==> src/rtl/i2c_pkg.sv <==
// Shared definitions for the I2C master and its command arbiter.
//   - command word bit positions (master command/status interface)
//   - speed encodings
//   - arbiter FSM state enum and latched-transaction struct
//   - build_cmd: packs a transaction into the 32-bit command word
package i2c_pkg;

  localparam int unsigned START    = 0;
  localparam int unsigned RESET    = 1;
  localparam int unsigned SPEED    = 2;
  localparam int unsigned RW       = 3;
  localparam int unsigned ADDR_LSB = 4;
  localparam int unsigned DATA_LSB = 11;
  localparam int unsigned READY    = 8;

  localparam logic SPEED_100K = 1'b0;
  localparam logic SPEED_400K = 1'b1;

  localparam logic [31:0] CMD_ABORT = 32'(1) << RESET;

  typedef enum logic [2:0] {
    ST_IDLE,
    ST_LAUNCH,
    ST_BUSY,
    ST_DONE,
    ST_ABORT
  } state_t;

  typedef struct packed {
    logic [6:0] addr;
    logic [7:0] wdata;
    logic       rw;
    logic       speed;
  } txn_t;

  function automatic logic [31:0] build_cmd(input logic start, input txn_t t);
    logic [31:0] c;
    c                  = '0;
    c[START]           = start;
    c[SPEED]           = t.speed;
    c[RW]              = t.rw;
    c[ADDR_LSB +: 7]   = t.addr;
    c[DATA_LSB +: 8]   = t.wdata;
    return c;
  endfunction

endpackage

==> src/rtl/i2c_cmd_arbiter_rr.sv <==
// rr_arbiter: combinational round-robin picker.
//   req    : request vector
//   rr_ptr : index with highest priority this round
//   gnt    : one-hot grant (zero when no request)
//   idx    : index of the granted requester (zero when no request)
module rr_arbiter #(
  parameter int N = 4,
  parameter int W = 2
) (
  input  logic [N-1:0] req,
  input  logic [W-1:0] rr_ptr,
  output logic [N-1:0] gnt,
  output logic [W-1:0] idx
);

  logic [W-1:0] pos;

  // Scan offsets from farthest to nearest so the closest set bit at or
  // after rr_ptr is the last assignment and therefore wins.
  always_comb begin
    gnt = '0;
    idx = '0;
    pos = '0;
    for (int unsigned k = N; k > 0; k--) begin
      pos = W'((32'(rr_ptr) + k - 1) % 32'(N));
      if (req[pos]) begin
        gnt      = '0;
        gnt[pos] = 1'b1;
        idx      = pos;
      end
    end
  end

endmodule

==> src/rtl/i2c_cmd_arbiter.sv <==
// i2c_cmd_arbiter: shares one I2C master engine between N_REQ requesters.
//   clk, rst            : clock, asynchronous active-high reset
//   req/req_rw/req_speed: per-requester request level, direction, speed
//   req_addr/req_wdata  : packed per-requester 7-bit address / 8-bit data
//   gnt                 : one-hot ownership of the master
//   done/err            : one-cycle completion / timeout-abort pulses
//   rdata               : last read byte, held until next completion
//   i2c_cmd/i2c_status  : command word to, and status word from, the master
module i2c_cmd_arbiter
  import i2c_pkg::*;
#(
  parameter int N_REQ   = 4,
  parameter int TIMEOUT = 4000
) (
  input  logic                 clk,
  input  logic                 rst,
  input  logic [N_REQ-1:0]     req,
  input  logic [N_REQ-1:0]     req_rw,
  input  logic [N_REQ-1:0]     req_speed,
  input  logic [7*N_REQ-1:0]   req_addr,
  input  logic [8*N_REQ-1:0]   req_wdata,
  output logic [N_REQ-1:0]     gnt,
  output logic [N_REQ-1:0]     done,
  output logic [N_REQ-1:0]     err,
  output logic [7:0]           rdata,
  output logic [31:0]          i2c_cmd,
  input  logic [31:0]          i2c_status
);

  localparam int IDX_W = $clog2(N_REQ);

  state_t           state, state_n;
  logic [IDX_W-1:0] rr_ptr, rr_ptr_n, cur, cur_n, pick_idx, ptr_adv;
  logic [N_REQ-1:0] pick_gnt, gnt_n, done_n, err_n;
  txn_t             txn, txn_n;
  logic [15:0]      wdog, wdog_n;
  logic [7:0]       rdata_n;
  logic [31:0]      cmd_n;
  logic             timeout, ready;
  logic [6:0]       addr_a  [N_REQ];
  logic [7:0]       wdata_a [N_REQ];
  logic             unused_status;

  assign unused_status = ^i2c_status[31:9];
  assign ready         = i2c_status[READY];
  assign timeout       = (wdog == 16'(TIMEOUT - 1));
  assign ptr_adv       = (cur == IDX_W'(N_REQ - 1)) ? '0 : cur + 1'b1;

  always_comb begin
    for (int unsigned i = 0; i < N_REQ; i++) begin
      addr_a[i]  = req_addr[i*7 +: 7];
      wdata_a[i] = req_wdata[i*8 +: 8];
    end
  end

  rr_arbiter #(.N(N_REQ), .W(IDX_W)) u_rr (
    .req    (req),
    .rr_ptr (rr_ptr),
    .gnt    (pick_gnt),
    .idx    (pick_idx)
  );

  always_comb begin
    state_n  = state;
    rr_ptr_n = rr_ptr;
    cur_n    = cur;
    txn_n    = txn;
    gnt_n    = gnt;
    done_n   = '0;
    err_n    = '0;
    rdata_n  = rdata;
    unique case (state)
      ST_IDLE: begin
        if (|req) begin
          state_n     = ST_LAUNCH;
          cur_n       = pick_idx;
          gnt_n       = pick_gnt;
          txn_n.addr  = addr_a[pick_idx];
          txn_n.wdata = wdata_a[pick_idx];
          txn_n.rw    = req_rw[pick_idx];
          txn_n.speed = req_speed[pick_idx] ? SPEED_400K : SPEED_100K;
        end
      end
      ST_LAUNCH, ST_BUSY: begin
        if (timeout) begin
          state_n    = ST_ABORT;
          gnt_n      = '0;
          err_n[cur] = 1'b1;
        end else if (state == ST_LAUNCH) begin
          if (!ready) state_n = ST_BUSY;
        end else if (ready) begin
          // done, gnt drop and rdata capture all land on the same edge so
          // rdata is already valid in the done cycle.
          state_n     = ST_DONE;
          gnt_n       = '0;
          done_n[cur] = 1'b1;
          if (txn.rw) rdata_n = i2c_status[7:0];
        end
      end
      ST_DONE: begin
        state_n  = ST_IDLE;
        rr_ptr_n = ptr_adv;
      end
      ST_ABORT: begin
        if (wdog == 16'd1) begin
          state_n  = ST_IDLE;
          rr_ptr_n = ptr_adv;
        end
      end
      default: state_n = ST_IDLE;
    endcase

    if (state_n != state || state_n == ST_IDLE) wdog_n = '0;
    else                                        wdog_n = wdog + 16'd1;

    unique case (state_n)
      ST_LAUNCH: cmd_n = build_cmd(1'b1, txn_n);
      ST_BUSY:   cmd_n = build_cmd(1'b0, txn_n);
      ST_ABORT:  cmd_n = CMD_ABORT;
      default:   cmd_n = '0;
    endcase
  end

  always_ff @(posedge clk or posedge rst) begin
    if (rst) begin
      state   <= ST_IDLE;
      rr_ptr  <= '0;
      cur     <= '0;
      txn     <= '0;
      wdog    <= '0;
      gnt     <= '0;
      done    <= '0;
      err     <= '0;
      rdata   <= '0;
      i2c_cmd <= '0;
    end else begin
      state   <= state_n;
      rr_ptr  <= rr_ptr_n;
      cur     <= cur_n;
      txn     <= txn_n;
      wdog    <= wdog_n;
      gnt     <= gnt_n;
      done    <= done_n;
      err     <= err_n;
      rdata   <= rdata_n;
      i2c_cmd <= cmd_n;
    end
  end

endmodule

==> config.mk <==
export PLATFORM = sky130hd
export DESIGN_NAME = i2c_cmd_arbiter
export DESIGN_NICKNAME = d
export VERILOG_FILES = /design/src/rtl/i2c_pkg.sv /design/src/rtl/i2c_cmd_arbiter_rr.sv /design/src/rtl/i2c_cmd_arbiter.sv
export SDC_FILE = /design/constraint.sdc
export NUM_CORES = 1
export LEC_CHECK = 0
export CAP_MARGIN = 20
export CORE_UTILIZATION = 35
export CTS_CLUSTER_DIAMETER = 80
export DETAILED_ROUTE_END_ITERATION = 10
export PLACE_DENSITY_LB_ADDON = 0.3
export SETUP_SLACK_MARGIN = 0.3
export SLEW_MARGIN = 10
export SYNTH_ARGS = -nofsm -noshare
export SYNTH_HDL_FRONTEND = slang
export SYNTH_SLANG_ARGS = --single-unit
==> constraint.sdc <==
create_clock -name clk -period 9.2 [get_ports clk]
set_clock_uncertainty 0.1 [all_clocks]
set_input_delay 1.84 -clock clk [delete_from_list [all_inputs] [get_ports clk]]
set_output_delay 1.84 -clock clk [all_outputs]
set_load 0.02 [all_outputs]
==> results.md <==
* Top_reg_cell synth: dfrtp_1
* Wire per inst at 17.0 µm
* Max FO, Critical Path at 16
* Register area share after synthesis at 39.2%
* Tmin final at 4.84 ns
* Crit share post-route at 52.6%
* ANT nets after route at 0
* Place WS at 3.62 ns
* Vias per cell at 5.59
* Total Nets Final at 760
* YS warnings at 0
* Hold buffers post-CTS at 0
* Initial core utilization at 36.0%
* Final max-slew violation count at 0
* Final hold vios at 0
* Area share of the largest cell type after synthesis at 39.2%
* Power Total at 2.19 mW
* Clock Latency Late Sink at 0.34 ns
* Finished Cell Area at 6670 µm²
* Root buffer cell: clkbuf_16
* Initial DRC Count at 380
* Initial antenna violation count at 0
* Slowest CP cell: mux2i_2
* Yosys reg bits at 79
* Clock Sinks at 79
* DP Area at 6310 µm²
* DRC Markers at 0
* Worst Path Required at 9.35 ns
* Leakage at 2.77 nW
* Setup TNS at 0 ns
* Vias in the first global route at 4426
* Largest net degree at the start of global routing at 80
* Core ar. at 14000 µm²
* Pwr dens at 329 nW/µm²
* Mux share of post-synthesis cell area at 10.8%
* CP startpoint kind: input port
* Post-Synth XOR/XNOR Area at 2.43%
* Slew headroom at 25.7%
* Detailed-router iteration count before antenna repair at 5
* Non-Filler Instances at 824
* Final wirelength at 14.0 mm
* # IOs at 158
* Clk buf depth at 2
* Die ar. at 14900 µm²
* Netlist Area Pre-Place at 5040 µm²
* Outcome: finished clean
* Global route total overflow at 0
* Clk slew on worst S/H paths at 0.06 ns
* Via count at 4606
* Compound-cell area share of the yosys netlist at 21.3%
* Antenna Cells at 0
* H-tree Lvls at 3
* Fmax at 207 MHz
* CTS tree: done
* Async SR Flop Fraction at 100%
* Number of I/O port buffers at 121
* Die Y at 122 µm
* Setup violations, final at 0
* Dpl hpwl at 9.77 mm
* First-pass GRT wire length at 22.0 mm
* RSZ-0062 raised after global routing: false
* Setup slack after layout at 4.36 ns
* Measured slew at the worst slew-check pin at 1.11 ns
* All-layer global routing usage at 19.0%
* Post-synth EDFFs at 0
* CP arrival at 4.99 ns
* Post-Place Cells at 808
* Post-Synth Adder-Cell Area at 3.47%
* Worst path max stage delay at 0.64 ns
* Synth cell types at 56
* FILL cells at 1273
* WS Path Type: in -> reg
* Syn_area_per_cell at 9.42 µm²
* Mapped Cells at 535
* Largest family of logic cells by synthesized area: compound AO/OA/AOI/OAI gates
* Min-Delay Path Class: reg -> reg
* Post-CTS setup buffers at 0
* Ranking of synthesized cells by area: dfrtp_1 (39%), mux2i_1 (5.4%), nor2_1 (4.2%)
* Post-CTS sizing at 0
* Layout cells sized above 1 at 8.70%
* Die X-Extent at 122 µm
* Cells along the critical path: clkdlybuf4s50_1 -> mux2_2 -> mux2i_2 -> o21ai_1 -> mux2i_1 -> a2111o_1 -> a31oi_1
* Total CTS buffers at 9
* GP Congestion at 0.815
* Synthesis-to-layout area growth at 32.4%
* Num rows at 43
* Post-Synth Simple-Gate Area at 16.7%
* Peak supply drop at 0.000139 V
* Crit end category: register
* Yosys top cell by area: dfrtp_1
* MaxCap Viol Count at 0
[cells in the mapped netlist, types with 2 or more instances]
master / number
dfrtp_1: 79
nor2_1: 57
nand2_1: 34
mux2i_1: 27
a21oi_1: 24
nand3_1: 22
nor3_1: 21
mux2_2: 16
a211oi_1: 15
o21ai_0: 15
buf_4: 14
ha_1: 14
o211ai_1: 14
o22ai_1: 14
clkbuf_1: 13
inv_1: 12
o21ai_1: 12
buf_2: 11
a221oi_1: 10
and2_1: 10
nor4_1: 10
xor2_1: 9
o211a_1: 8
o2111ai_1: 6
nand4_1: 5
xnor2_1: 5
a2111o_1: 4
a22o_1: 4
a31oi_1: 4
nand2b_1: 4
a211o_1: 3
and3_1: 3
and4_1: 3
buf_6: 3
mux4_2: 3
a21oi_4: 2
a31o_2: 2
buf_1: 2
o211ai_2: 2
o21a_1: 2
or4_1: 2
[critical path, delay by kind of cell]
kind                   cells  cell delay [ns]
AO/OA/AOI/OAI              3             1.29
buffers and inverters      1             0.58
multiplexers               3             1.28
[worst paths after layout]
path / start / end / slack, ns / depth (start not counted)
worst max-delay path: req[3] / i2c_cmd[6]$_DFF_PP0_ / 4.36 / 7
worst min-delay path: txn[15]$_DFF_PP0_ / txn[15]$_DFF_PP0_ / 0.37 / 2
worst max register to register: rr_ptr[0]$_DFFE_PP0P_ / i2c_cmd[6]$_DFF_PP0_ / 4.51 / 7
worst min register to register: txn[15]$_DFF_PP0_ / txn[15]$_DFF_PP0_ / 0.37 / 2
max in group asynchronous: rst / txn[8]$_DFF_PP0_ / 6.53 / 4
min in group asynchronous: rst / done[2]$_DFF_PP0_ / 1.86 / 3
[area by class of cell]
class                      instances  area [µm²]  share of cell area, %
clock buffer                       9         225                   3.37
sequential                        79        1980                   29.6
multi-input combinational        411        2820                   42.2
tap                              180         225                   3.37
inverter                          13        50.0                  0.750
timing repair buffer             126        1260                   18.9
clock inverter                     6         116                   1.74
[power by group]
| part | switching (mW) | internal, mW | total, mW |
|---|---|---|---|
| registers | 0.0931 | 0.467 | 0.560 |
| clock network | 0.148 | 0.266 | 0.414 |
| logic | 0.724 | 0.496 | 1.22 |
[per-stage QoR]
| step | hold slack (ns) | utilization, % |
|---|---|---|
| after floorplan | 0.342 | - |
| after global placement | 0.354 | 45.0 |
| after detailed placement | 0.361 | 45.1 |
| after CTS | 0.378 | 47.5 |
| after global routing | 0.395 | 47.7 |
| final | 0.373 | 47.7 |
[sequential cells by signal, indices dropped and copies added (netlist names)]
name and cells:
cur 2, state 3, txn 17, done 4
err 4, wdog 16, gnt 4, i2c_cmd 19
rr_ptr 2, rdata 8
[placed cells by master, fill, tap and decap left out, drive strengths merged, types with 6 or more instances in the layout]
| cell | instances |
|---|---|
| a211oi | 15 |
| a21oi | 26 |
| a221oi | 10 |
| and2 | 10 |
| clkbuf | 9 |
| clkdlybuf4s50 | 121 |
| conb | 13 |
| dfrtp | 79 |
| ha | 14 |
| inv | 14 |
| mux2 | 17 |
| mux2i | 28 |
| nand2 | 35 |
| nand3 | 22 |
| nor2 | 57 |
| nor3 | 21 |
| nor4 | 11 |
| o2111ai | 6 |
| o211a | 9 |
| o211ai | 16 |
| o21ai | 28 |
| o22ai | 14 |
| xor2 | 9 |
[routing by layer]
metal	global-route usage, %	up-vias	part of all wire (%)
met5	0	-	0
met4	6.71	0	1.6
met3	3.89	20	7.1
met2	29.8	182	46
met1	25.9	2226	45
li1	-	2178	-
[cell families (layout without fill, tap and decap cells)]
group                      after synthesis  in the layout
DFF                                     79             79
AOI/OAI and AO/OA                      146            146
xor gates and xnor gates                14             14
and+or+nand+nor                        176            176
muxes                                   48             48
buffers and inverters                   57            154
adders and majority gates               14             14
other                                    1             13
Note: power is estimated with default switching activity, not from simulation.
